===== src/rtl/sd_cmd_phy.sv =====
// SD host CMD-line PHY: serialises a 40-bit command plus CRC7 and captures a 48/136-bit response.
// Optional receive CRC7 checker compiled in with `define SD_CMD_CRC_CHECK_EN (crc_error tied 0 otherwise).
module sd_cmd_phy #(
    parameter int TIMEOUT_CYCLES  = 64,
    parameter int NCC_CYCLES      = 8,
    parameter int SHORT_RESP_BITS = 48,
    parameter int LONG_RESP_BITS  = 136
) (
    input  logic                      sd_clock,
    input  logic                      reset,
    input  logic                      strobe_in,
    input  logic [39:0]               cmd_to_send,
    input  logic                      no_response,
    input  logic                      long_resp,
    input  logic                      ack_in,
    input  logic                      idle_in,
    input  logic                      cmd_pin_in,
    output logic                      ack_out,
    output logic                      strobe_out,
    output logic [LONG_RESP_BITS-1:0] response,
    output logic                      command_timeout,
    output logic                      crc_error,
    output logic                      cmd_pin_out,
    output logic                      cmd_oe
);

    localparam int TW = $clog2(TIMEOUT_CYCLES + 1);
    localparam int GW = ($clog2(NCC_CYCLES + 1) > 0) ? $clog2(NCC_CYCLES + 1) : 1;

    typedef enum logic [2:0] {
        S_IDLE,
        S_SEND,
        S_WAIT_RESP,
        S_RECV,
        S_DONE,
        S_GAP
    } state_t;

    state_t                    state_q;
    logic [39:0]               cmd_q;
    logic                      no_resp_q;
    logic                      long_q;
    logic [7:0]                bit_cnt_q;
    logic [TW-1:0]             tmo_cnt_q;
    logic [GW-1:0]             gap_cnt_q;
    logic [LONG_RESP_BITS-1:0] resp_q;
    logic                      ack_q;
    logic                      strobe_q;
    logic                      tmo_q;
    logic                      pin_q;
    logic                      oe_q;

    // CRC7, generator x^7 + x^3 + 1, one bit per call, MSB first.
    function automatic logic [6:0] crc7_step(input logic [6:0] crc, input logic b);
        logic fb;
        fb = crc[6] ^ b;
        return {crc[5:0], 1'b0} ^ (fb ? 7'h09 : 7'h00);
    endfunction

    function automatic logic [6:0] crc7_40(input logic [39:0] d);
        logic [6:0] c;
        c = 7'h00;
        for (int i = 39; i >= 0; i--) c = crc7_step(c, d[i]);
        return c;
    endfunction

    logic [47:0] tx_frame;
    logic [7:0]  rx_last;

    assign tx_frame = {cmd_q, crc7_40(cmd_q), 1'b1};
    assign rx_last  = long_q ? 8'(LONG_RESP_BITS - 1) : 8'(SHORT_RESP_BITS - 1);

`ifdef SD_CMD_CRC_CHECK_EN
    logic [6:0] rx_crc_q;
    logic       crc_err_q;
    logic       rx_in_range;

    // Long (R2) frames exclude the 8-bit header from the CRC; short frames cover bits 0..39.
    assign rx_in_range = long_q ? (bit_cnt_q >= 8'd8 && bit_cnt_q <= 8'd127)
                                : (bit_cnt_q <= 8'd39);
    assign crc_error   = crc_err_q;
`else
    assign crc_error   = 1'b0;
`endif

    // NOTE: every register here updates with non-blocking assignments so all
    // next-state decisions read the pre-edge values, whatever the statement order.
    always_ff @(posedge sd_clock or posedge reset) begin
        if (reset) begin
            state_q   <= S_IDLE;
            cmd_q     <= '0;
            no_resp_q <= 1'b0;
            long_q    <= 1'b0;
            bit_cnt_q <= '0;
            tmo_cnt_q <= '0;
            gap_cnt_q <= '0;
            resp_q    <= '0;
            ack_q     <= 1'b0;
            strobe_q  <= 1'b0;
            tmo_q     <= 1'b0;
            pin_q     <= 1'b1;
            oe_q      <= 1'b0;
`ifdef SD_CMD_CRC_CHECK_EN
            rx_crc_q  <= '0;
            crc_err_q <= 1'b0;
`endif
        end else if (idle_in) begin
            state_q  <= S_IDLE;
            resp_q   <= '0;
            ack_q    <= 1'b0;
            strobe_q <= 1'b0;
            tmo_q    <= 1'b0;
            pin_q    <= 1'b1;
            oe_q     <= 1'b0;
`ifdef SD_CMD_CRC_CHECK_EN
            crc_err_q <= 1'b0;
`endif
        end else begin
            ack_q <= 1'b0;
            case (state_q)
                S_IDLE: begin
                    if (strobe_in) begin
                        cmd_q     <= cmd_to_send;
                        no_resp_q <= no_response;
                        long_q    <= long_resp;
                        ack_q     <= 1'b1;
                        oe_q      <= 1'b1;
                        pin_q     <= cmd_to_send[39];
                        bit_cnt_q <= 8'd1;
                        resp_q    <= '0;
                        tmo_q     <= 1'b0;
`ifdef SD_CMD_CRC_CHECK_EN
                        crc_err_q <= 1'b0;
`endif
                        state_q   <= S_SEND;
                    end
                end
                S_SEND: begin
                    if (bit_cnt_q == 8'd48) begin
                        oe_q  <= 1'b0;
                        pin_q <= 1'b1;
                        if (no_resp_q) begin
                            strobe_q <= 1'b1;
                            state_q  <= S_DONE;
                        end else begin
                            tmo_cnt_q <= '0;
                            state_q   <= S_WAIT_RESP;
                        end
                    end else begin
                        pin_q     <= tx_frame[6'd47 - bit_cnt_q[5:0]];
                        bit_cnt_q <= bit_cnt_q + 8'd1;
                    end
                end
                S_WAIT_RESP: begin
                    // The start bit itself is a 0 shifted into a cleared register, so resp_q is untouched.
                    if (!cmd_pin_in) begin
                        bit_cnt_q <= 8'd1;
`ifdef SD_CMD_CRC_CHECK_EN
                        rx_crc_q  <= '0;
`endif
                        state_q   <= S_RECV;
                    end else if (tmo_cnt_q == TW'(TIMEOUT_CYCLES - 1)) begin
                        tmo_q    <= 1'b1;
                        strobe_q <= 1'b1;
                        state_q  <= S_DONE;
                    end else begin
                        tmo_cnt_q <= tmo_cnt_q + TW'(1);
                    end
                end
                S_RECV: begin
                    resp_q <= {resp_q[LONG_RESP_BITS-2:0], cmd_pin_in};
`ifdef SD_CMD_CRC_CHECK_EN
                    if (rx_in_range) rx_crc_q <= crc7_step(rx_crc_q, cmd_pin_in);
`endif
                    if (bit_cnt_q == rx_last) begin
                        strobe_q <= 1'b1;
                        state_q  <= S_DONE;
`ifdef SD_CMD_CRC_CHECK_EN
                        // After this shift the received CRC lands in resp[7:1] for both frame lengths.
                        crc_err_q <= (rx_crc_q != resp_q[6:0]);
`endif
                    end else begin
                        bit_cnt_q <= bit_cnt_q + 8'd1;
                    end
                end
                S_DONE: begin
                    if (ack_in) begin
                        strobe_q  <= 1'b0;
                        gap_cnt_q <= '0;
                        state_q   <= S_GAP;
                    end
                end
                S_GAP: begin
                    if (gap_cnt_q == GW'(NCC_CYCLES - 1)) state_q <= S_IDLE;
                    else gap_cnt_q <= gap_cnt_q + GW'(1);
                end
                default: state_q <= S_IDLE;
            endcase
        end
    end

    assign ack_out         = ack_q;
    assign strobe_out      = strobe_q;
    assign response        = resp_q;
    assign command_timeout = tmo_q;
    assign cmd_pin_out     = pin_q;
    assign cmd_oe          = oe_q;

endmodule


===== config.mk =====
export PLATFORM = sky130hd
export DESIGN_NAME = sd_cmd_phy
export DESIGN_NICKNAME = d
export VERILOG_FILES = /design/src/rtl/sd_cmd_phy.sv
export SDC_FILE = /design/constraint.sdc
export NUM_CORES = 1
export LEC_CHECK = 0
export CORE_UTILIZATION = 30
export CTS_CLUSTER_DIAMETER = 50
export DETAILED_ROUTE_END_ITERATION = 16
export PLACE_DENSITY = 0.55
export SLEW_MARGIN = 20
export SYNTH_ARGS = -nofsm -noshare
export SYNTH_HDL_FRONTEND = slang
export SYNTH_SLANG_ARGS = --single-unit
export TNS_END_PERCENT = 5

===== constraint.sdc =====
create_clock -name sd_clock -period 7.9 [get_ports sd_clock]
set_clock_uncertainty 0.15 [all_clocks]
set_input_delay 2.37 -clock sd_clock [delete_from_list [all_inputs] [get_ports sd_clock]]
set_output_delay 2.37 -clock sd_clock [all_outputs]
set_load 0.01 [all_outputs]

==> results.sh <==
export IMPL_portBuffers=188
export IMPL_synth_top_family_by_area="compound AO/OA/AOI/OAI gates"
export IMPL_drt_iter0_drc=345
export IMPL_fmax_mhz=205
export IMPL_core_mm2=0.0300
export IMPL_fin_crit_ns=4.87
export IMPL_num_io_pins=190
export IMPL_tightest_slew_ns=0.780
export IMPL_postRouteAntennaNets=0
export IMPL_cts_tree="yes"
export IMPL_routed_wl_met3_mm=1.34
export IMPL_cp_start_kind="input port"
export IMPL_grt_pass1_vias=6501
export IMPL_synth_area_mux_share_pct=3.90
export IMPL_grt_pass1_wl_mm=37.6
export IMPL_synth_common_cells="204 x dfrtp_1, 139 x nand2_1, 138 x a22o_1"
export IMPL_synthMostInstantiatedCell="dfrtp_1"
export IMPL_maxUsedRoutingLayer="met5"
export IMPL_crit_path_frequent_cell="nor3_1"
export IMPL_async_reset_ff_share_pct=100
export IMPL_met2_wirelength_mm=10.5
export IMPL_peakVddDrop_mv=0.936
export IMPL_synthAdderAreaFrac_pct=0.679
export IMPL_wl_met1_mm=11.0
export IMPL_gp_congestion=0.796
export IMPL_die_h_um=177
export IMPL_synth_flop_cell="dfrtp_1"
export IMPL_nFillCells=2864
export IMPL_synth_edff_count=0
export IMPL_worstHoldPathType="flop to flop"
export IMPL_antenna_found_initial=1
export IMPL_hold_violations=0
export IMPL_synth_avg_cell_area_um2=12.1
export IMPL_grt_use_total_pct=14.9
export IMPL_yosysTopAreaCell="dfrtp_1"
export IMPL_slew_headroom_pct=47.6
export IMPL_switching_power_mw=2.55
export IMPL_grt_max_degree=137
export IMPL_nets=990
export IMPL_ys_ff_latch=205
export IMPL_mappedNetlistArea_mm2=0.00921
export IMPL_combPwrFrac_pct=62.9
export IMPL_area_growth_pct=34.9
export IMPL_cts_sinks=205
export IMPL_synth_area_leaders="dfrtp_1 55%, a22o_1 13%, nand2_1 5.7%, xnor3_1 3.7%, xnor2_1 2.9%"
export IMPL_slowest_stage="clkdlybuf4s50_1"
export IMPL_yosys_area_share_xor_xnor_pct=10.7
export IMPL_start_util_pct=30.8
export IMPL_setup_viol=0
export IMPL_synth_simple_area_share_pct=10.1
export IMPL_clk_path_buf_depth=3
export IMPL_post_cts_resized=0
export IMPL_diodes=0
export IMPL_final_area_mm2=0.0124
export IMPL_p_clk_share_pct=17.4
export IMPL_reg2reg_slack_ns=4.69
export IMPL_synth_top_area_share_pct=55.4
export IMPL_wire_per_inst_um=17.5
export IMPL_rsz0062_at_grt="false"
export IMPL_critPathMaxFanout=16
export IMPL_viasPerCell=4.87
export IMPL_syn_nets=815
export IMPL_root_buffer="clkbuf_16"
export IMPL_hold_buffers=0
export IMPL_required_ns=8.12
export IMPL_grt_ovfl_total=0
export IMPL_rows=63
export IMPL_slew_violations=0
export IMPL_layout_drive_gt1_share_pct=8.88
export IMPL_critPathKind="input port to flop"
export IMPL_period_share_pct=61.6
export IMPL_maxCapViolations=0
export IMPL_end_kind="flop"
export IMPL_place_area_mm2=0.0115
export IMPL_outcome="finished, final reports clean"
export IMPL_cts_clk_slew_worst_paths_ns=0.06
export IMPL_cts_buffers=28
export IMPL_postCtsSetupBuffers=0
export IMPL_synth_compound_area_share_pct=16.5
export IMPL_chipWidth_um=177
export IMPL_internal_power_mw=4.44
export IMPL_p_seq_share_pct=19.7
export IMPL_yosys_warnings=0
export IMPL_dr_pass1_iters=4
export IMPL_setup_tns_ns=0
export IMPL_routed_wirelength_mm=23.6
export IMPL_seq_area_frac_synth_pct=55.7
export IMPL_power_per_cell_area_mw_per_mm2=562
export IMPL_via_count=6554
export IMPL_clock_latency_ns=0.53
export IMPL_worstPathCellList="clkdlybuf4s50_1, or3_1, nor3_1, o22ai_1, nor3_1, xnor2_1, nor2_1"
export IMPL_htree_levels=1
export IMPL_leakagePower_nw=5.62
export IMPL_die_area_mm2=0.0314
export IMPL_synth_cell_types=55
export IMPL_slowest_delay_ns=0.76
export IMPL_final_util_pct=41.5
export IMPL_timing_hold_ws_ns=0.353
export IMPL_syn_instance_count=762
export IMPL_dp_hpwl_mm=15.3
export IMPL_critPathArrivalTime_ns=5.09
export IMPL_swShare_pct=36.5
export IMPL_drc=0
[layout make-up]
class | count | area, µm² | area share [%]
sequential | 205 | 5130 | 41.3
multi-input combinational | 499 | 3870 | 31.2
timing repair buffer | 195 | 1990 | 16.0
clock buffer | 39 | 803 | 6.47
tap | 390 | 488 | 3.93
clock inverter | 11 | 103 | 0.826
inverter | 8 | 35.0 | 0.282
[path summary, 6_finish.rpt]
kind | startpoint | end | cells past startpoint
max | idle_in | tmo_cnt_q[5]$_DFFE_PP0P_ | 7
min | response[135]$_DFFE_PP0P_ | response[135]$_DFFE_PP0P_ | 1
max reg2reg | cmd_q[34]$_DFFE_PP0P_ | cmd_pin_out$_DFFE_PP1P_ | 8
min reg2reg | response[135]$_DFFE_PP0P_ | response[135]$_DFFE_PP0P_ | 1
max in group asynchronous | reset | response[27]$_DFFE_PP0P_ | 3
min in group asynchronous | reset | gap_cnt_q[1]$_DFFE_PP0P_ | 2
[registers in the layout, indices dropped and copies added, names as in the netlist]
register,cells
command_timeout,1
no_resp_q,1
bit_cnt_q,8
tmo_cnt_q,7
gap_cnt_q,4
response,136
cmd_oe,1
cmd_q,40
state_q,3
long_q,1
cmd_pin_out,1
strobe_out,1
ack_out,1
[stage by stage]
stage | power, mW | setup WS (ns) | cells
floorplan | 5.11 | 2.72 | 762
global placement | 5.75 | 2.15 | 1296
detailed placement | 5.78 | 2.52 | 1296
CTS | 7.03 | 3.04 | 1346
global route | 7.41 | 2.82 | 1347
finish | 6.98 | 3.03 | 1347
[cells by family (layout without fill, tap and decap cells)]
| family | count (synthesis) | after routing |
|---|---|---|
| AOI/OAI and AO/OA | 186 | 186 |
| muxes | 20 | 20 |
| and+or+nand+nor | 218 | 218 |
| adders and majority gates | 5 | 5 |
| DFF | 205 | 205 |
| xor gates and xnor gates | 69 | 69 |
| other | 1 | 1 |
| buffers and inverters | 58 | 253 |
[power groups by stage]
stage	clock, mW	sequential, mW	combinational, mW
6_report	1.21	1.38	4.39
5_1_grt	1.30	1.40	4.71
4_1_cts	1.25	1.38	4.40
3_5_place_dp	0	1.40	4.38
3_3_place_gp	0	1.40	4.36
2_1_floorplan	0	1.31	3.80
[critical path: cells and delay by family]
kind	cells	cell delay [ns]
compound gates	1	0.30
buf+inv	1	0.76
xor+xnor	1	0.15
simple gates	4	1.50
[per-layer routing]
metal / track usage, % / vias up
li1: - / 3099
met1: 21.5 / 3251
met2: 21.9 / 159
met3: 3.59 / 43
met4: 4.56 / 2
met5: 0 / -
[layout by cell type, fill, tap and decap left out, types with 10 or more instances in the layout]
cell type        instances
a21oi_1                 11
dfrtp_1                204
clkbuf_16               29
a22o_1                 138
clkdlybuf4s50_1        188
o21ai_0                 17
xnor2_1                 30
nor2_1                  28
mux4_2                  11
xor2_1                  10
nand3_1                 10
xnor3_1                 15
nand2_1                139
nor3_1                  14
Note: power is estimated with default switching activity, not from simulation.
==> patch 1 (same flow settings) <==
Build with the macro `SD_CMD_CRC_CHECK_EN` defined.
--- a/src/rtl/sd_cmd_phy.sv
+++ b/src/rtl/sd_cmd_phy.sv
@@ -1,4 +1,6 @@
 // SD host CMD-line PHY: serialises a 40-bit command plus CRC7 and captures a 48/136-bit response.
 // Optional receive CRC7 checker compiled in with `define SD_CMD_CRC_CHECK_EN (crc_error tied 0 otherwise).
+`define SD_CMD_CRC_CHECK_EN
+
 module sd_cmd_phy #(
     parameter int TIMEOUT_CYCLES  = 64,
Behaviour: same outputs for any inputs over 4 cycles, from zero or initial values and one cycle with reset high; that may be too few to reach the edited logic, so the function may still have changed.
==> patch 1 against the unedited design <==
Worst setup slack gained 170 ps. Wire length up 3.8%. Cell area rose by 4.7%. Register-to-register slack lost 410 ps. Synthesized area is 4.4% higher. Maximum frequency grew 3.7%. Global-route usage hardly changed. Sequential share of layout area is 0.30 points lower. Total power grew 0.52%. Non-clock buffer count up 1. Sequential cell count grew 8. Highest routed layer is now met4.
==> patch 1: results (changes against the unedited design) <==
| Metric | Value |
|---|---|
| P_comb | 4.16 mW (was 4.39 mW) |
| Complex-gate fraction of the synthesized area | 0.163 (was 0.165) |
| Placed Instance Area | 11900 um^2 (was 11500 um^2) |
| Worst EP arrival | 4930 ps (was 5090 ps) |
| CP max stage delay | 730 ps (was 760 ps) |
| Final Routed Wirelength | 24.4 mm (was 23.6 mm) |
| Fraction of area in registers | 0.410 (was 0.413) |
| I/O Buffers | 189 (was 188) |
| Adder-cell share of the synthesized area | 0.00911 (was 0.00679) |
| Iter 0 DRT Violations | 467 (was 345) |
| Seq power | 1.43 mW (was 1.38 mW) |
| Initial antenna violation count | 0 (was 1) |
| Placed Cells | 1378 (was 1296) |
| Layout cell share with drive strength beyond 1 | 0.0921 (was 0.0888) |
| Nets | 1063 (was 990) |
| Outcome | complete, no violations (unchanged) |
| Worst R2R Start | bit_cnt_q[1]$_DFFE_PP0P_ (was cmd_q[34]$_DFFE_PP0P_) |
| Slowest stage cell, crit path | nor3b_1 (was clkdlybuf4s50_1) |
| Pre-antenna DRT Iters | 5 (was 4) |
| Leakage power | 5.87 nW (was 5.62 nW) |
| Routability congestion estimate | 0.812 (was 0.796) |
| Sequential share of the synthesized area | 0.554 (was 0.557) |
| TritonCTS Buffers | 30 (was 28) |
| Post-synth top cells | 212 x dfrtp_1, 153 x nand2_1, 137 x a22o_1 (was 204 x dfrtp_1, 139 x nand2_1, 138 x a22o_1) |
| Synth unique cells | 53 (was 55) |
| Post-DR wirelength/cell | 17.0 um (was 17.5 um) |
| Inverters | 15 (was 8) |
| Max FO, Critical Path | 14 (was 16) |
| Cell count after synthesis | 833 (was 762) |
| First-pass GRT wire length | 39.7 mm (was 37.6 mm) |
| Post-Synth XOR/XNOR Area | 0.0990 (was 0.107) |
| Max-slew headroom at the worst pin | 0.309 (was 0.476) |
| Setup slack at placement | 2670 ps (was 2520 ps) |
| Syn_nets | 888 (was 815) |
| Comb_multi_in | 552 (was 499) |
| Final non-clock buffer share | 0.151 (was 0.160) |
| Signal buffers | 196 (was 195) |
patch 1: final timing paths:
| path | to | slack [ps] | cells past startpoint |
|---|---|---|---|
| max | tmo_cnt_q[5]$_DFFE_PP0P_ | 3210 | 8 |
| min | gap_cnt_q[3]$_DFFE_PP0P_ | 320 | 1 |
| max reg2reg | bit_cnt_q[0]$_DFFE_PP0P_ | 4280 | 8 |
| min reg2reg | gap_cnt_q[3]$_DFFE_PP0P_ | 320 | 1 |
| max in group asynchronous | cmd_q[28]$_DFFE_PP0P_ | 4100 | 4 |
| min in group asynchronous | response[134]$_DFFE_PP0P_ | 2230 | 3 |
patch 1: kinds of logic after synthesis:
logic type,Yosys count
compound gates,195
xor+xnor,82
fa+ha+maj,7
buf+inv,68
flops,213
mux,21
simple gates,247
patch 1: metal layers:
metal,part of all wire,vias up,GRT usage
met5,0,-,0
met4,0.024,0,0.0441
met3,0.050,39,0.0282
met2,0.45,188,0.225
met1,0.48,3519,0.215
li1,-,3316,-
==> patch 2 (config.mk and constraints unchanged) <==
Made on the original files. Reset style: synchronous (`reset`), changed in one clocked block.
--- a/src/rtl/sd_cmd_phy.sv
+++ b/src/rtl/sd_cmd_phy.sv
@@ -86,5 +86,5 @@
     // NOTE: every register here updates with non-blocking assignments so all
     // next-state decisions read the pre-edge values, whatever the statement order.
-    always_ff @(posedge sd_clock or posedge reset) begin
+    always_ff @(posedge sd_clock) begin
         if (reset) begin
             state_q   <= S_IDLE;
Behaviour: differs if reset is asserted again (counterexample within 4 cycles, from zero or initial values and one cycle with reset high); with reset held inactive, the same outputs for 4 cycles.
==> patch 2 against the unedited design <==
Wire length fell by 3.0%. Count of clock-buffer cells in the layout decreased by 6. Worst setup slack better by 280 ps. Synthesized area is 6.7% lower. Hold slack got worse by 45 ps. Synthesized cell count grew 21%. Non-clock buffer count is the same. Cell area fell by 6.5%. Die area fell by 6.7%. Sequential cell count stayed put.
Power is not compared: it rests on default switching activity, and its combinational part moved more than twofold at a synthesized area within 25%.
==> patch 2: results (changes against the unedited design) <==
| Metric | Value |
|---|---|
| Syn_nets | 973 (was 815) |
| Tot GR Track Use | 0.154 (was 0.149) |
| First-pass GRT wire length | 36.4 mm (was 37.6 mm) |
| GR met2 Demand/Resource | 0.246 (was 0.219) |
| Fraction of registers with async set or reset after synthesis | 0 (was 1.00) |
| Hold Worst Slack | 309 ps (was 353 ps) |
| Final non-clock buffer share | 0.166 (was 0.160) |
| Placed Cells | 1419 (was 1296) |
| R2r setup slk | 4530 ps (was 4690 ps) |
| Hold path cells | 2 (was 1) |
| Mean post-synth cell area | 9.34 um^2 (was 12.1 um^2) |
| Die X-Extent | 171 um (was 177 um) |
| Slew @ Worst Pin | 1040 ps (was 780 ps) |
| Setup slack at placement | 2820 ps (was 2520 ps) |
| Post-detail-place hpwl | 15.0 mm (was 15.3 mm) |
| Placed Instance Area | 10700 um^2 (was 11500 um^2) |
| Sequential share of the synthesized area | 0.478 (was 0.557) |
| ClkCell Share | 0.0772 (was 0.0729) |
| Grt met1 use | 0.196 (was 0.215) |
| Routed wl met3 | 1.81 mm (was 1.34 mm) |
| Worst R2R Start | cmd_q[30]$_SDFFE_PP0P_ (was cmd_q[34]$_DFFE_PP0P_) |
| Slowest stage cell, crit path | a211oi_1 (was clkdlybuf4s50_1) |
| Outcome | complete, no violations (unchanged) |
| Vias in the first global route | 6833 (was 6501) |
| Register area | 4100 um^2 (was 5130 um^2) |
| Routability congestion estimate | 0.791 (was 0.796) |
| Nets | 1122 (was 990) |
| Pre-antenna DRT Iters | 5 (was 4) |
[patch 2: cell families after synthesis]
kind of cell    share of synthesized area
xor+xnor                            0.114
mux                                0.0373
other cells                      0.000436
buf+inv                            0.0363
fa+ha+maj                         0.00728
simple gates                        0.148
compound gates                      0.179
flops                               0.478
[patch 2: worst max-delay path by stage]
| stage | startpoint | to | slack [ps] |
|---|---|---|---|
| 3_5_place_dp | strobe_in | bit_cnt_q[7]$_SDFFE_PP0P_ | 2820 |
| 4_1_cts | strobe_in | bit_cnt_q[7]$_SDFFE_PP0P_ | 3360 |
| 6_report | strobe_in | bit_cnt_q[7]$_SDFFE_PP0P_ | 3310 |
| 2_1_floorplan | strobe_in | bit_cnt_q[7]$_SDFFE_PP0P_ | 3730 |
| 3_3_place_gp | strobe_in | bit_cnt_q[7]$_SDFFE_PP0P_ | 2890 |
| 5_1_grt | strobe_in | bit_cnt_q[7]$_SDFFE_PP0P_ | 3140 |
